## config.mk

```make
export PLATFORM = sky130hd
export DESIGN_NAME = mul_rs_dispatch
export DESIGN_NICKNAME = d
export VERILOG_FILES = /design/src/rtl/mul_rs_dispatch_pkg.sv /design/src/rtl/mul_rs_dispatch_age_select.sv /design/src/rtl/mul_rs_dispatch.sv
export SDC_FILE = /design/constraint.sdc
export NUM_CORES = 1
export LEC_CHECK = 0
export BUFFER_PORTS_ARGS = -buffer_cell sky130_fd_sc_hd__buf_2
export CORE_MARGIN = 2
export CORE_UTILIZATION = 57
export CTS_CLUSTER_SIZE = 20
export DETAILED_ROUTE_END_ITERATION = 10
export PLACE_DENSITY = 0.81
export SLEW_MARGIN = 0
export SYNTH_ARGS = -nofsm -noshare
export SYNTH_HDL_FRONTEND = slang
export SYNTH_HIERARCHICAL = 1
export SYNTH_SLANG_ARGS = --single-unit
```

## constraint.sdc

```tcl
create_clock -name clk -period 4.9 [get_ports clk]
set_input_delay 0.245 -clock clk [delete_from_list [all_inputs] [get_ports clk]]
set_output_delay 0.245 -clock clk [all_outputs]
set_load 0.01 [all_outputs]
```

## src/rtl/mul_rs_dispatch_pkg.sv

```systemverilog
// Shared types and constants for the mul/div reservation station.
// One rs_entry_t describes a station slot: operands, wakeup tags and relative age.
package mul_rs_dispatch_pkg;

    localparam int N_ENT = 3;
    localparam int DW    = 8;
    localparam int TAGW  = 3;
    localparam int REGW  = 4;
    localparam int FW    = 4;
    localparam int IDXW  = 3;
    localparam int AGEW  = 2;
    localparam int OCCW  = 2;

    localparam logic [FW-1:0] FUNC_MUL = 4'b0010;
    localparam logic [FW-1:0] FUNC_DIV = 4'b0011;

    typedef struct packed {
        logic            busy;
        logic            in_exec;
        logic [FW-1:0]   func;
        logic [REGW-1:0] rd;
        logic [TAGW-1:0] rob;
        logic            rdy1;
        logic [DW-1:0]   v1;
        logic [TAGW-1:0] tag1;
        logic            rdy2;
        logic [DW-1:0]   v2;
        logic [TAGW-1:0] tag2;
        logic [AGEW-1:0] age;
    } rs_entry_t;

    function automatic logic [OCCW-1:0] count_busy(input logic [N_ENT-1:0] busy);
        logic [OCCW-1:0] n;
        n = '0;
        for (int i = 0; i < N_ENT; i++) begin
            n = n + OCCW'(busy[i]);
        end
        return n;
    endfunction

    // True when a waiting operand is satisfied by the broadcast on the CDB.
    function automatic logic cdb_hit(input logic rdy, input logic [TAGW-1:0] tag,
                                     input logic cdb_valid, input logic [TAGW-1:0] cdb_tag);
        return !rdy && cdb_valid && (tag == cdb_tag);
    endfunction

endpackage

```

## src/rtl/mul_rs_dispatch_age_select.sv

```systemverilog
// Combinational oldest-ready picker: returns the ready entry with the smallest age.
// Ages of busy entries are unique, so ties only arise between non-ready slots.
module rs_age_select
    import mul_rs_dispatch_pkg::*;
(
    input  logic [N_ENT-1:0]           ready,
    input  logic [N_ENT-1:0][AGEW-1:0] age,
    output logic [IDXW-1:0]            sel_idx,
    output logic                       found
);

    logic [AGEW-1:0] best_age;

    // NOTE: combinational blocks use blocking '=' so later statements see the updated value.
    always_comb begin
        // NOTE: every output gets a default first; a path that skips an assignment would infer a latch.
        found    = 1'b0;
        sel_idx  = '0;
        best_age = '0;
        for (int i = 0; i < N_ENT; i++) begin
            if (ready[i] && (!found || (age[i] < best_age))) begin
                found    = 1'b1;
                sel_idx  = IDXW'(i);
                best_age = age[i];
            end
        end
    end

endmodule

```

## src/rtl/mul_rs_dispatch.sv

```systemverilog
// Mul/div reservation station: captures issued ops, snoops the CDB for operands,
// dispatches the oldest ready entry to the single execution unit and frees it on completion.
module mul_rs_dispatch
    import mul_rs_dispatch_pkg::*;
(
    input  logic            clk,
    input  logic            rst,

    input  logic            issue_valid,
    output logic            issue_ready,
    input  logic [FW-1:0]   issue_func,
    input  logic [REGW-1:0] issue_rd,
    input  logic [TAGW-1:0] issue_rob,
    input  logic            issue_rdy1,
    input  logic            issue_rdy2,
    input  logic [DW-1:0]   issue_v1,
    input  logic [DW-1:0]   issue_v2,
    input  logic [TAGW-1:0] issue_tag1,
    input  logic [TAGW-1:0] issue_tag2,

    input  logic            cdb_valid,
    input  logic [TAGW-1:0] cdb_tag,
    input  logic [DW-1:0]   cdb_data,

    output logic            ex_start,
    output logic [IDXW-1:0] ex_rs_index,
    output logic [FW-1:0]   ex_func,
    output logic [REGW-1:0] ex_rd,
    output logic [TAGW-1:0] ex_rob,
    output logic [DW-1:0]   ex_rs1_data,
    output logic [DW-1:0]   ex_rs2_data,

    input  logic            done_valid,
    input  logic [IDXW-1:0] done_rs_index,

    output logic [OCCW-1:0] occupancy
);

    rs_entry_t ent_q [N_ENT];
    rs_entry_t ent_d [N_ENT];
    rs_entry_t new_ent;
    logic      unit_busy;

    logic [N_ENT-1:0]           busy_vec;
    logic [N_ENT-1:0]           ready_vec;
    logic [N_ENT-1:0][AGEW-1:0] age_vec;
    logic [OCCW-1:0]            occ;

    logic [IDXW-1:0] sel_idx;
    logic            sel_found;
    logic            dispatch_fire;
    logic [FW-1:0]   sel_func;
    logic [REGW-1:0] sel_rd;
    logic [TAGW-1:0] sel_rob;
    logic [DW-1:0]   sel_v1;
    logic [DW-1:0]   sel_v2;

    logic            free_hit;
    logic [AGEW-1:0] free_age;
    logic            alloc_fire;
    logic [IDXW-1:0] alloc_idx;

    always_comb begin
        for (int i = 0; i < N_ENT; i++) begin
            busy_vec[i]  = ent_q[i].busy;
            ready_vec[i] = ent_q[i].busy && ent_q[i].rdy1 && ent_q[i].rdy2 && !ent_q[i].in_exec;
            age_vec[i]   = ent_q[i].age;
        end
    end

    // Occupancy and issue_ready come from registered state only.
    assign occ         = count_busy(busy_vec);
    assign occupancy   = occ;
    assign issue_ready = (occ < OCCW'(N_ENT));

    rs_age_select u_age_select (
        .ready   (ready_vec),
        .age     (age_vec),
        .sel_idx (sel_idx),
        .found   (sel_found)
    );

    assign dispatch_fire = !unit_busy && sel_found;

    always_comb begin
        sel_func = '0;
        sel_rd   = '0;
        sel_rob  = '0;
        sel_v1   = '0;
        sel_v2   = '0;
        for (int i = 0; i < N_ENT; i++) begin
            if (sel_idx == IDXW'(i)) begin
                sel_func = ent_q[i].func;
                sel_rd   = ent_q[i].rd;
                sel_rob  = ent_q[i].rob;
                sel_v1   = ent_q[i].v1;
                sel_v2   = ent_q[i].v2;
            end
        end
    end

    // A completion only counts for an entry that is actually executing.
    always_comb begin
        free_hit = 1'b0;
        free_age = '0;
        for (int i = 0; i < N_ENT; i++) begin
            if (done_valid && (done_rs_index == IDXW'(i)) && ent_q[i].busy && ent_q[i].in_exec) begin
                free_hit = 1'b1;
                free_age = ent_q[i].age;
            end
        end
    end

    always_comb begin
        alloc_idx = '0;
        for (int i = N_ENT - 1; i >= 0; i--) begin
            if (!ent_q[i].busy) begin
                alloc_idx = IDXW'(i);
            end
        end
    end

    assign alloc_fire = issue_valid && issue_ready;

    // Incoming op, with operands captured straight off the CDB when the tag matches now.
    always_comb begin
        new_ent         = '0;
        new_ent.busy    = 1'b1;
        new_ent.func    = issue_func;
        new_ent.rd      = issue_rd;
        new_ent.rob     = issue_rob;
        new_ent.rdy1    = issue_rdy1;
        new_ent.v1      = issue_v1;
        new_ent.tag1    = issue_tag1;
        new_ent.rdy2    = issue_rdy2;
        new_ent.v2      = issue_v2;
        new_ent.tag2    = issue_tag2;
        new_ent.age     = AGEW'(occ - OCCW'(free_hit));
        if (cdb_hit(issue_rdy1, issue_tag1, cdb_valid, cdb_tag)) begin
            new_ent.rdy1 = 1'b1;
            new_ent.v1   = cdb_data;
        end
        if (cdb_hit(issue_rdy2, issue_tag2, cdb_valid, cdb_tag)) begin
            new_ent.rdy2 = 1'b1;
            new_ent.v2   = cdb_data;
        end
    end

    always_comb begin
        for (int i = 0; i < N_ENT; i++) begin
            ent_d[i] = ent_q[i];
            if (ent_q[i].busy) begin
                if (cdb_hit(ent_q[i].rdy1, ent_q[i].tag1, cdb_valid, cdb_tag)) begin
                    ent_d[i].rdy1 = 1'b1;
                    ent_d[i].v1   = cdb_data;
                end
                if (cdb_hit(ent_q[i].rdy2, ent_q[i].tag2, cdb_valid, cdb_tag)) begin
                    ent_d[i].rdy2 = 1'b1;
                    ent_d[i].v2   = cdb_data;
                end
                if (free_hit && (ent_q[i].age > free_age)) begin
                    ent_d[i].age = ent_q[i].age - AGEW'(1);
                end
            end
            if (free_hit && (done_rs_index == IDXW'(i))) begin
                ent_d[i].busy    = 1'b0;
                ent_d[i].in_exec = 1'b0;
            end
            if (dispatch_fire && (sel_idx == IDXW'(i))) begin
                ent_d[i].in_exec = 1'b1;
            end
            if (alloc_fire && (alloc_idx == IDXW'(i))) begin
                ent_d[i] = new_ent;
            end
        end
    end

    always_ff @(posedge clk or posedge rst) begin
        if (rst) begin
            // NOTE: the entry array is reset because busy/in_exec are live control state, not just data.
            for (int i = 0; i < N_ENT; i++) begin
                ent_q[i] <= '0;
            end
            unit_busy   <= 1'b0;
            ex_start    <= 1'b0;
            ex_rs_index <= '0;
            ex_func     <= '0;
            ex_rd       <= '0;
            ex_rob      <= '0;
            ex_rs1_data <= '0;
            ex_rs2_data <= '0;
        end else begin
            for (int i = 0; i < N_ENT; i++) begin
                ent_q[i] <= ent_d[i];
            end
            ex_start <= dispatch_fire;
            if (dispatch_fire) begin
                unit_busy   <= 1'b1;
                ex_rs_index <= sel_idx;
                ex_func     <= sel_func;
                ex_rd       <= sel_rd;
                ex_rob      <= sel_rob;
                ex_rs1_data <= sel_v1;
                ex_rs2_data <= sel_v2;
            end else if (free_hit) begin
                unit_busy <= 1'b0;
            end
        end
    end

endmodule

```

==> results of run 1 <==
## cell families (layout without fill, tap and decap cells)
logic type / after synthesis / after routing / share of synthesized area, %
fa+ha+maj: 7 / 7 / 1.32
compound gates: 142 / 142 / 13.0
other cells: 1 / 1 / 0.0519
simple gates: 283 / 283 / 17.2
flops: 149 / 149 / 51.6
xor+xnor: 27 / 27 / 3.27
buf+inv: 54 / 141 / 3.41
mux: 68 / 68 / 10.1
## cell type report
type	instances	area [um^2]
Sequential cell	149	3730
Fill cell	967	4190
Tap cell	172	215
Inverter	15	61.3
Clock buffer	20	447
Multi-Input combinational cell	528	3270
Timing Repair Buffer	96	503
Clock inverter	10	109
## layer usage
layer	track usage [%]	wire [um]	vias to the layer above
li1	-	-	2714
met1	39.9	7850	2970
met2	45.7	8950	325
met3	7.27	1660	60
met4	11.5	530	2
met5	0	9	-
## cells in the final DEF (no fill, tap or decap), types with 3 or more instances in the layout
master / n
clkinv_2: 5
clkbuf_16: 17
a31oi_1: 3
a21oi_1: 13
nand4_1: 6
nor3_1: 8
mux2_2: 37
ha_1: 6
nor2_1: 117
dfrtp_1: 149
buf_4: 9
nand2_1: 103
a21oi_2: 4
mux2i_1: 31
nor4_1: 7
o21ai_0: 26
xor2_1: 10
xnor2_1: 17
nand3_1: 10
buf_2: 87
or2_1: 7
inv_1: 13
a22o_1: 27
o22ai_1: 53
## state kept, by name, indices dropped and copies added (netlist names)
signal       cells
busy_vec         3
ex_rs_index      3
ex_rs2_data      8
unit_busy        1
ex_rs1_data      8
ent_q          108
age_vec          6
ex_rob           3
ex_rd            4
ex_start         1
ex_func          4
## stage by stage
stage                     util [%]  cell area [um^2]
final                         66.6              8330
after detailed placement      62.1              7780
after floorplan                  -              7220
after global routing          66.6              8330
after CTS                     66.6              8330
after global placement        62.1              7780
## final timing paths
path | to | startpoint | slack, ps
setup / recovery | ex_func[2] | busy_vec[0] | 560
hold / removal | busy_vec[1] | rst | -0.6
setup reg to reg | ex_func[2] | busy_vec[0] | 560
hold reg to reg | ent_q[67] | ent_q[67] | 490
max in group asynchronous | ent_q[27] | rst | 3720
min in group clk | ent_q[73] | issue_func[1] | 60
## critical path, cell delays in order, from the launching register on
cell      delay (ps)
dfrtp_1          560
inv_1            140
nor3_1           550
nand2_1          180
ha_1             350
a21oi_2          140
nand2b_1         130
a31oi_1           90
ha_1             330
o21ai_0          110
nand3b_1         100
and3_2           670
buf_4            360
mux2i_1          230
o21ai_0           90
a22o_1           200
## cells in the mapped netlist (14+ instances only)
| cell | number |
|---|---|
| nor2_1 | 119 |
| mux2_2 | 37 |
| nand2_1 | 103 |
| dfrtp_1 | 149 |
| inv_1 | 14 |
| mux2i_1 | 31 |
| o21ai_0 | 26 |
| a22o_1 | 27 |
| a21oi_1 | 14 |
| xnor2_1 | 17 |
| o22ai_1 | 53 |
| clkbuf_1 | 22 |
## power by group through the flow
stage | sequential (mW) | combinational, mW | clock [mW]
after floorplan | 2.17 | 1.96 | 0
after global placement | 2.24 | 2.54 | 0
after detailed placement | 2.27 | 2.66 | 0
after CTS | 2.26 | 2.70 | 1.24
after global routing | 2.34 | 3.00 | 1.29
final | 2.28 | 2.73 | 1.23
==> flow_metrics.tcl, run 1 <==
set metrics [dict create \
    die_width_um 117 \
    finalWirelength_mm 19.0 \
    post_cts_buffers 0 \
    finalMaxSlewViolations 0 \
    cap_viol_max_count 0 \
    p_leak_nw 3.82 \
    place_hpwl_mm 12.7 \
    synth.distinct_cells 61 \
    die_area_um2 13600 \
    synth_seq_cells 149 \
    cts.path.max_buffers 2 \
    n_antenna_cell 0 \
    synthToLayoutAreaGrowth_pct 15.3 \
    relSlewSlack_pct 20.8 \
    finalNonFillerCells 990 \
    synth-async-reset-ratio_pct 100 \
    dp.cells 960 \
    rr_worst_depth 15 \
    fp-row-count 41 \
    pre_cts_slack_ps 649 \
    fin_crit_sh_pct 88.6 \
    endpoint_kind "flip-flop" \
    clock_skew_ps 5.72 \
    holdWs_ps -0.628 \
    max_freq_mhz 230 \
    start_util_pct 57.7 \
    syn-cell-area_um2 7220 \
    cts.sinks 149 \
    setup_tns_ps 0 \
    p_switching_mw 2.50 \
    critPathLaunchType "flip-flop" \
    hold_path.class "input pin to async pin" \
    syn_avg_cell_area_um2 9.88 \
    syn-instance-count 731 \
    vias_per_cell 6.13 \
    gr-total-overflow 0 \
    rsz0062_at_grt "no" \
    first_pass_iters 5 \
    cts_max_level 4 \
    yosysTopAreaCellShare_pct 51.6 \
    synthFlopType "dfrtp_1" \
    drive_above_1_share_pct 21.9 \
    fp.dieH_um 117 \
    critPathRequiredTime_ps 5210 \
    ys_seq_area_share_pct 51.6 \
    cts_tree "yes" \
    syn_nets 792 \
    wl_per_cell_um 19.2 \
    fin_ws_ps 558 \
    yosys-top-cells-area "dfrtp_1 (52%), nor2_1 (6.2%), mux2_2 (5.8%), nand2_1 (5.4%), o22ai_1 (4.6%)" \
    grt_max_degree 98 \
    ios 88 \
    route.detailed.drc 0 \
    switching_share_pct 40.0 \
    finalHoldViolCount 1 \
    setup_viol 0 \
    final_net_count 868 \
    p_per_area_nw_per_um2 749 \
    cts_buffers 17 \
    worstMarginPinSlew_ps 1190 \
    clock_latency_ps 420 \
    groute.usage.overall_pct 29.3 \
    drt-initial-drc-count 670 \
    cts_hold_repair.buffers 0 \
    crit_type "flip-flop to flip-flop" \
    pwr-share-comb_pct 43.7 \
    path_max_fanout 24 \
    grt_pass1_wl_mm 30.4 \
    peakVddDrop_v 0.000372 \
    cts-root-buf "clkbuf_16" \
    vias 6071 \
    core_um2 12500 \
    cts_resized 0 \
    grt_pass1_vias 5899 \
    intPower_mw 3.74 \
    status "finished, violations left" \
    synth_edf_count 0 \
    p_total_mw 6.24 \
    violations "negative hold slack" \
    ant_nets 0 \
    portBuffers 87 \
    gp_congestion 0.937 \
    cp.arrival_ps 4650 \
    clk_pin_slew_ps 60 \
    pwr-share-clk_pct 19.8 \
    synth_top_cell_by_area "dfrtp_1" \
    antenna_found_initial 1 \
    fin_crit_ps 4340 \
    synth_warnings 6 \
    p_seq_share_pct 36.5 \
]
Power figures use the tool's default switching activity.
==> inputs of run 2 (changes only) <==
--- a/config.mk
+++ b/config.mk
@@ -11,6 +11,7 @@
 export CTS_CLUSTER_SIZE = 20
 export DETAILED_ROUTE_END_ITERATION = 10
 export PLACE_DENSITY = 0.81
+export REMOVE_ABC_BUFFERS = 1
 export SLEW_MARGIN = 0
 export SYNTH_ARGS = -nofsm -noshare
 export SYNTH_HDL_FRONTEND = slang
==> constraint.sdc (replaced) <==
create_clock -name clk -period 4.9 [get_ports clk]
set_input_delay 0.245 -clock clk [delete_from_list [all_inputs] [get_ports clk]]
set_output_delay 0.245 -clock clk [all_outputs]
set_load 0.05 [all_outputs]
==> run 2 against run 1 <==
Effect of this change: the flow finishes with violations (design-rule violations); cell count increased by 0.40%; sequential share of layout area decreased by 0.70 points; global-route usage increased by 0.55 points; non-clock buffer count increased by 3; first-iteration DRC count decreased by 14%; critical endpoint is now ex_rs1_data[0]; design area increased by 1.6%; utilization increased by 1.1 points; hold slack improved by 39 ps; flip-flop and latch count unchanged.
==> flow_metrics.tcl, run 2 (synthesis gave the netlist of run 1 again) <==
set metrics [dict create \
    status "finished, violations left" \
    violations "design-rule violations" \
    drive_above_1_share_pct 22.4 \
    peakVddDrop_v 0.000409 \
    final_util_pct 67.6 \
    setup_tns_ps 0 \
    critPathTopFamily "simple AND/OR/NAND/NOR gates" \
    rr_worst_depth 15 \
    setup_viol 0 \
    cts.path.max_buffers 2 \
    finalWirelength_mm 19.7 \
    multi_input_area_um2 3280 \
    mostFrequentLayoutCells "dfrtp_1 (149), nor2_1 (117), nand2_1 (103)" \
    grt_pass1_wl_mm 30.6 \
    cts_hold_repair.buffers 0 \
    ant_nets 0 \
    holdWs_ps 38.1 \
    antenna_found_initial 0 \
    vias 6212 \
    worstMarginPinSlew_ps 1070 \
    n_antenna_cell 0 \
    synthToLayoutAreaGrowth_pct 17.2 \
    cts_buffers 17 \
    die_width_um 117 \
    route.detailed.drc 1 \
    largest_registers "ent_q: 108 flops, ex_rs1_data: 8 flops, ex_rs2_data: 8 flops" \
    first_pass_iters 11 \
    fp.dieH_um 117 \
    clk_pin_slew_ps 60 \
    finalNonFillerCells 994 \
    final_area_um2 8460 \
    finalHoldViolCount 0 \
    die_area_um2 13600 \
    fin_crit_ps 4200 \
    dp.cells 963 \
    crit_type "flip-flop to flip-flop" \
    endpoint_kind "flip-flop" \
    critPathLaunchType "flip-flop" \
    cts.sinks 149 \
    relSlewSlack_pct 28.8 \
    finalMaxSlewViolations 0 \
    grt_pass1_vias 6218 \
    portBuffers 87 \
    clock_skew_ps 8.57 \
    path_max_fanout 21 \
    groute.usage.overall_pct 29.9 \
    ios 88 \
    gp_congestion 0.874 \
    placed_area_um2 7820 \
    final_common_cell "dfrtp_1" \
    rsz0062_at_grt "no" \
    vias_per_cell 6.25 \
    p_per_area_nw_per_um2 821 \
    cts_resized 0 \
    critPathBufInv 2 \
    core_um2 12500 \
    fin_crit_sh_pct 85.7 \
    crit_slowest_cell "dfrtp_1" \
    cap_viol_max_count 0 \
    max_stage_delay_ps 610 \
    largest_register_ffs 108 \
    cts_tree "yes" \
    drt-initial-drc-count 576 \
    cts-root-buf "clkbuf_16" \
    fillers 933 \
    crit_cells 15 \
    p_total_mw 6.95 \
    pre_cts_slack_ps 853 \
    cts_max_level 4 \
    start_util_pct 57.7 \
    grt_max_degree 118 \
    critPathRequiredTime_ps 5200 \
    post_cts_buffers 0 \
    place_hpwl_mm 12.5 \
    path_cells "inv_1, nor3_1, nand2_1, ha_1, a21oi_2, nand2b_1, a31oi_1, ha_1, o21ai_0, nand3b_1, and3_2, buf_12, mux2i_1, o21ai_0, a22o_1" \
    wl_per_cell_um 19.8 \
    final_net_count 871 \
    seqCellArea_um2 3730 \
    fp-row-count 41 \
    clock_latency_ps 430 \
    gr-total-overflow 0 \
    cp.arrival_ps 4500 \
    largest-register "ent_q" \
    p_leak_nw 3.89 \
    fin_ws_ps 700 \
    max_freq_mhz 238 \
    hold_path.class "input pin to async pin" \
]
[run 2: final cells by class]
class	instances	share of cell area, %
Clock buffer	19	5.23
Clock inverter	12	2.39
Inverter	15	0.724
Multi-Input combinational cell	528	38.7
Sequential cell	149	44.1
Tap cell	172	2.54
Timing Repair Buffer	99	6.36
[run 2: worst register-to-register path, stage by stage, from the launching register on]
cell	delay, ps
dfrtp_1	610
inv_1	150
nor3_1	480
nand2_1	180
ha_1	340
a21oi_2	170
nand2b_1	150
a31oi_1	90
ha_1	340
o21ai_0	120
nand3b_1	100
and3_2	540
buf_12	270
mux2i_1	210
o21ai_0	100
a22o_1	230
[run 2: worst paths after layout]
kind	from	end	slack [ps]
worst max-delay path	busy_vec[0]	ex_rs1_data[0]	700
worst min-delay path	rst	ent_q[19]	40
worst max register to register	busy_vec[0]	ex_rs1_data[0]	700
worst min register to register	ent_q[70]	ent_q[70]	480
max in group asynchronous	rst	ex_rd[2]	3730
min in group clk	issue_func[3]	ent_q[75]	40
[run 2: routing by layer]
metal	vias up	GRT usage, %	wire length (um)
li1	2725	-	-
met1	3012	38.1	7680
met2	384	48.4	9580
met3	91	6.18	1700
met4	0	15.8	770
met5	-	0	0
[run 2: power breakdown]
part / total (mW) / internal [mW] / switching (mW)
clock: 1.43 / 0.916 / 0.516
combinational: 3.26 / 1.19 / 2.07
sequential: 2.26 / 1.83 / 0.423
==> inputs of run 3 (changes only) <==
--- a/config.mk
+++ b/config.mk
@@ -15,5 +15,4 @@
 export SLEW_MARGIN = 0
 export SYNTH_ARGS = -nofsm -noshare
 export SYNTH_HDL_FRONTEND = slang
-export SYNTH_HIERARCHICAL = 1
 export SYNTH_SLANG_ARGS = --single-unit
==> run 3 against run 2 <==
Effect of this change: the run now ends clean; design area up 1.9%; critical endpoint is now ex_func[3]; clock skew shrank 1.6 ps; utilization down 2.3 points; largest cell class unchanged.
==> flow_metrics.tcl, run 3 <==
set metrics [dict create \
    n_antenna_cell 0 \
    worstMarginPinSlew_ps 1100 \
    clock_skew_ps 6.95 \
    setup_tns_ps 0 \
    largest-register "ent_q" \
    synth_warnings 0 \
    ant_nets 0 \
    antenna_found_initial 0 \
    rsz0062_at_grt "no" \
    wl_per_cell_um 20.7 \
    die_width_um 120 \
    vias 6461 \
    synth-async-reset-ratio_pct 100 \
    final_common_cell "dfrtp_1" \
    syn_avg_cell_area_um2 9.97 \
    largest_register_ffs 108 \
    cp.arrival_ps 4310 \
    cts_tree "yes" \
    dr_wl_met2_mm 10.2 \
    dr.max_layer_used "met4" \
    endpoint_kind "flip-flop" \
    dp.cells 977 \
    ios 88 \
    syn-cell-area_um2 7640 \
    finalNonFillerCells 1007 \
    first_pass_iters 8 \
    final_net_count 884 \
    fin_crit_ps 3960 \
    ys_seq_area_share_pct 48.5 \
    peakVddDrop_v 0.000735 \
    grt_pass1_wl_mm 33.5 \
    critPathRequiredTime_ps 5250 \
    clock_latency_ps 430 \
    start_util_pct 57.9 \
    fin_crit_sh_pct 80.8 \
    finalWirelength_mm 20.8 \
    synth.distinct_cells 51 \
    setup_viol 0 \
    largest_registers "ent_q: 108 flops, ex_rs1_data: 8 flops, ex_rs2_data: 8 flops" \
    p_leak_nw 3.78 \
    synthToLayoutAreaGrowth_pct 12.9 \
    grt_pass1_vias 6584 \
    holdWs_ps 58.6 \
    route.detailed.drc 0 \
    post_cts_buffers 0 \
    grt_max_degree 111 \
    cap_viol_max_count 0 \
    gp_congestion 0.900 \
    cts_hold_repair.buffers 0 \
    ys_top_cells_by_count "dfrtp_1 (148), nor2_1 (108), nand2_1 (56)" \
    core_um2 13200 \
    p_per_area_nw_per_um2 832 \
    groute.usage.overall_pct 30.0 \
    dr_wl_met3_mm 1.78 \
    met1Wirelength_mm 8.21 \
    gr-total-overflow 0 \
    finalMaxSlewViolations 0 \
    syn-instance-count 766 \
    cts_max_level 4 \
    drive_above_1_share_pct 25.0 \
    finalHoldViolCount 0 \
    critPathLaunchType "flip-flop" \
    cts_resized 0 \
    fp.dieH_um 120 \
    synth_edf_count 0 \
    die_area_um2 14300 \
    portBuffers 86 \
    vias_per_cell 6.42 \
    max_freq_mhz 253 \
    place_hpwl_mm 13.1 \
    yosys-top-cells-area "dfrtp_1 (48%), mux2_2 (5.9%), nor2_1 (5.3%), o22ai_1 (3.9%), nand2_1 (2.8%)" \
    synthFlopType "dfrtp_1" \
    synth_seq_cells 148 \
    status "complete, no violations" \
    mostFrequentLayoutCells "dfrtp_1 (148), nor2_1 (107), buf_2 (86)" \
    fp-row-count 42 \
    clk_pin_slew_ps 60 \
    drt-initial-drc-count 793 \
    yosysMostFrequentCell "dfrtp_1" \
    cts_buffers 17 \
    cts.path.max_buffers 2 \
    synth_top_cell_by_area "dfrtp_1" \
    relSlewSlack_pct 26.2 \
    hold_path.class "input pin to async pin" \
    yosysTopAreaCellShare_pct 48.5 \
    cts-root-buf "clkbuf_16" \
    crit_type "flip-flop to flip-flop" \
    path_max_fanout 30 \
    cts.sinks 148 \
]
-- run 3: cell types whose count changed after synthesis, sizes merged, moves of 27 or more --
| cell | before | now |
|---|---|---|
| o31ai | 1 | 28 |
| buf | 16 | 43 |
| a22o | 27 | 0 |
| nand2 | 103 | 56 |
-- run 3: stage by stage --
step                util (%)  setup slack [ps]  cell area (um^2)  power, mW
global placement        61.2              1160              8080       5.71
CTS                     65.4               974              8620       7.13
global route            65.4               719              8620       7.57
finish                  65.4               943              8620       7.18
detailed placement      61.2              1020              8080       5.90
floorplan                  -              77.1              7320       4.83
-- run 3: final timing paths --
kind | startpoint | endpoint | slack, ps | cells after the start
max in group asynchronous | rst | ent_q[58] | 3720 | 3
hold / removal | rst | ent_q[33] | 60 | 2
setup / recovery | busy_vec[0] | ex_func[3] | 940 | 16
setup reg to reg | busy_vec[0] | ex_func[3] | 940 | 16
hold reg to reg | ex_rd[3] | ex_rd[3] | 480 | 2
min in group clk | issue_rd[3] | ent_q[71] | 60 | 3
-- run 3: layout make-up --
| class | count | area, um^2 |
|---|---|---|
| Fill cell | 1047 | 4570 |
| Sequential cell | 148 | 3700 |
| Multi-Input combinational cell | 516 | 3480 |
| Timing Repair Buffer | 98 | 520 |
| Clock buffer | 23 | 468 |
| Tap cell | 176 | 220 |
| Inverter | 39 | 151 |
| Clock inverter | 7 | 77.6 |
-- run 3: per-layer routing --
metal,vias to the layer above,global-route usage (%)
li1,2835,-
met1,3165,38.2
met2,385,48.7
met3,76,7.94
met4,0,12.6
met5,-,0
-- run 3: worst max-delay path, cell delays in order, from the launching register on --
cell and delay (ps):
dfrtp_1 500, and4b_1 270, nand2_1 70, ha_1 300, a21o_1 120, buf_4 340
a21o_1 190, buf_4 390, nor2_1 70, a31oi_1 160, ha_1 290, a21oi_1 180
a21o_1 120, and2_1 130, buf_4 380, a221oi_1 200, o21ai_1 160
-- run 3: report_power, final --
part,internal (mW),leakage (nW),switching (mW),total (mW)
sequential,1.85,1.73,0.441,2.29
clock,0.720,0.252,0.494,1.21
combinational,1.25,1.79,2.43,3.68
-- run 3: kinds of logic (layout without fill, tap and decap cells) --
logic type | after synthesis | after routing | share of synthesized area, %
AO/OA/AOI/OAI | 215 | 215 | 20.8
AND/OR/NAND/NOR | 214 | 214 | 12.7
multiplexers | 45 | 45 | 6.55
XOR/XNOR | 31 | 31 | 3.55
other | 1 | 1 | 0.0491
flip-flops | 148 | 148 | 48.5
buffers and inverters | 102 | 167 | 6.14
adder cells (fa/ha/maj) | 10 | 10 | 1.74
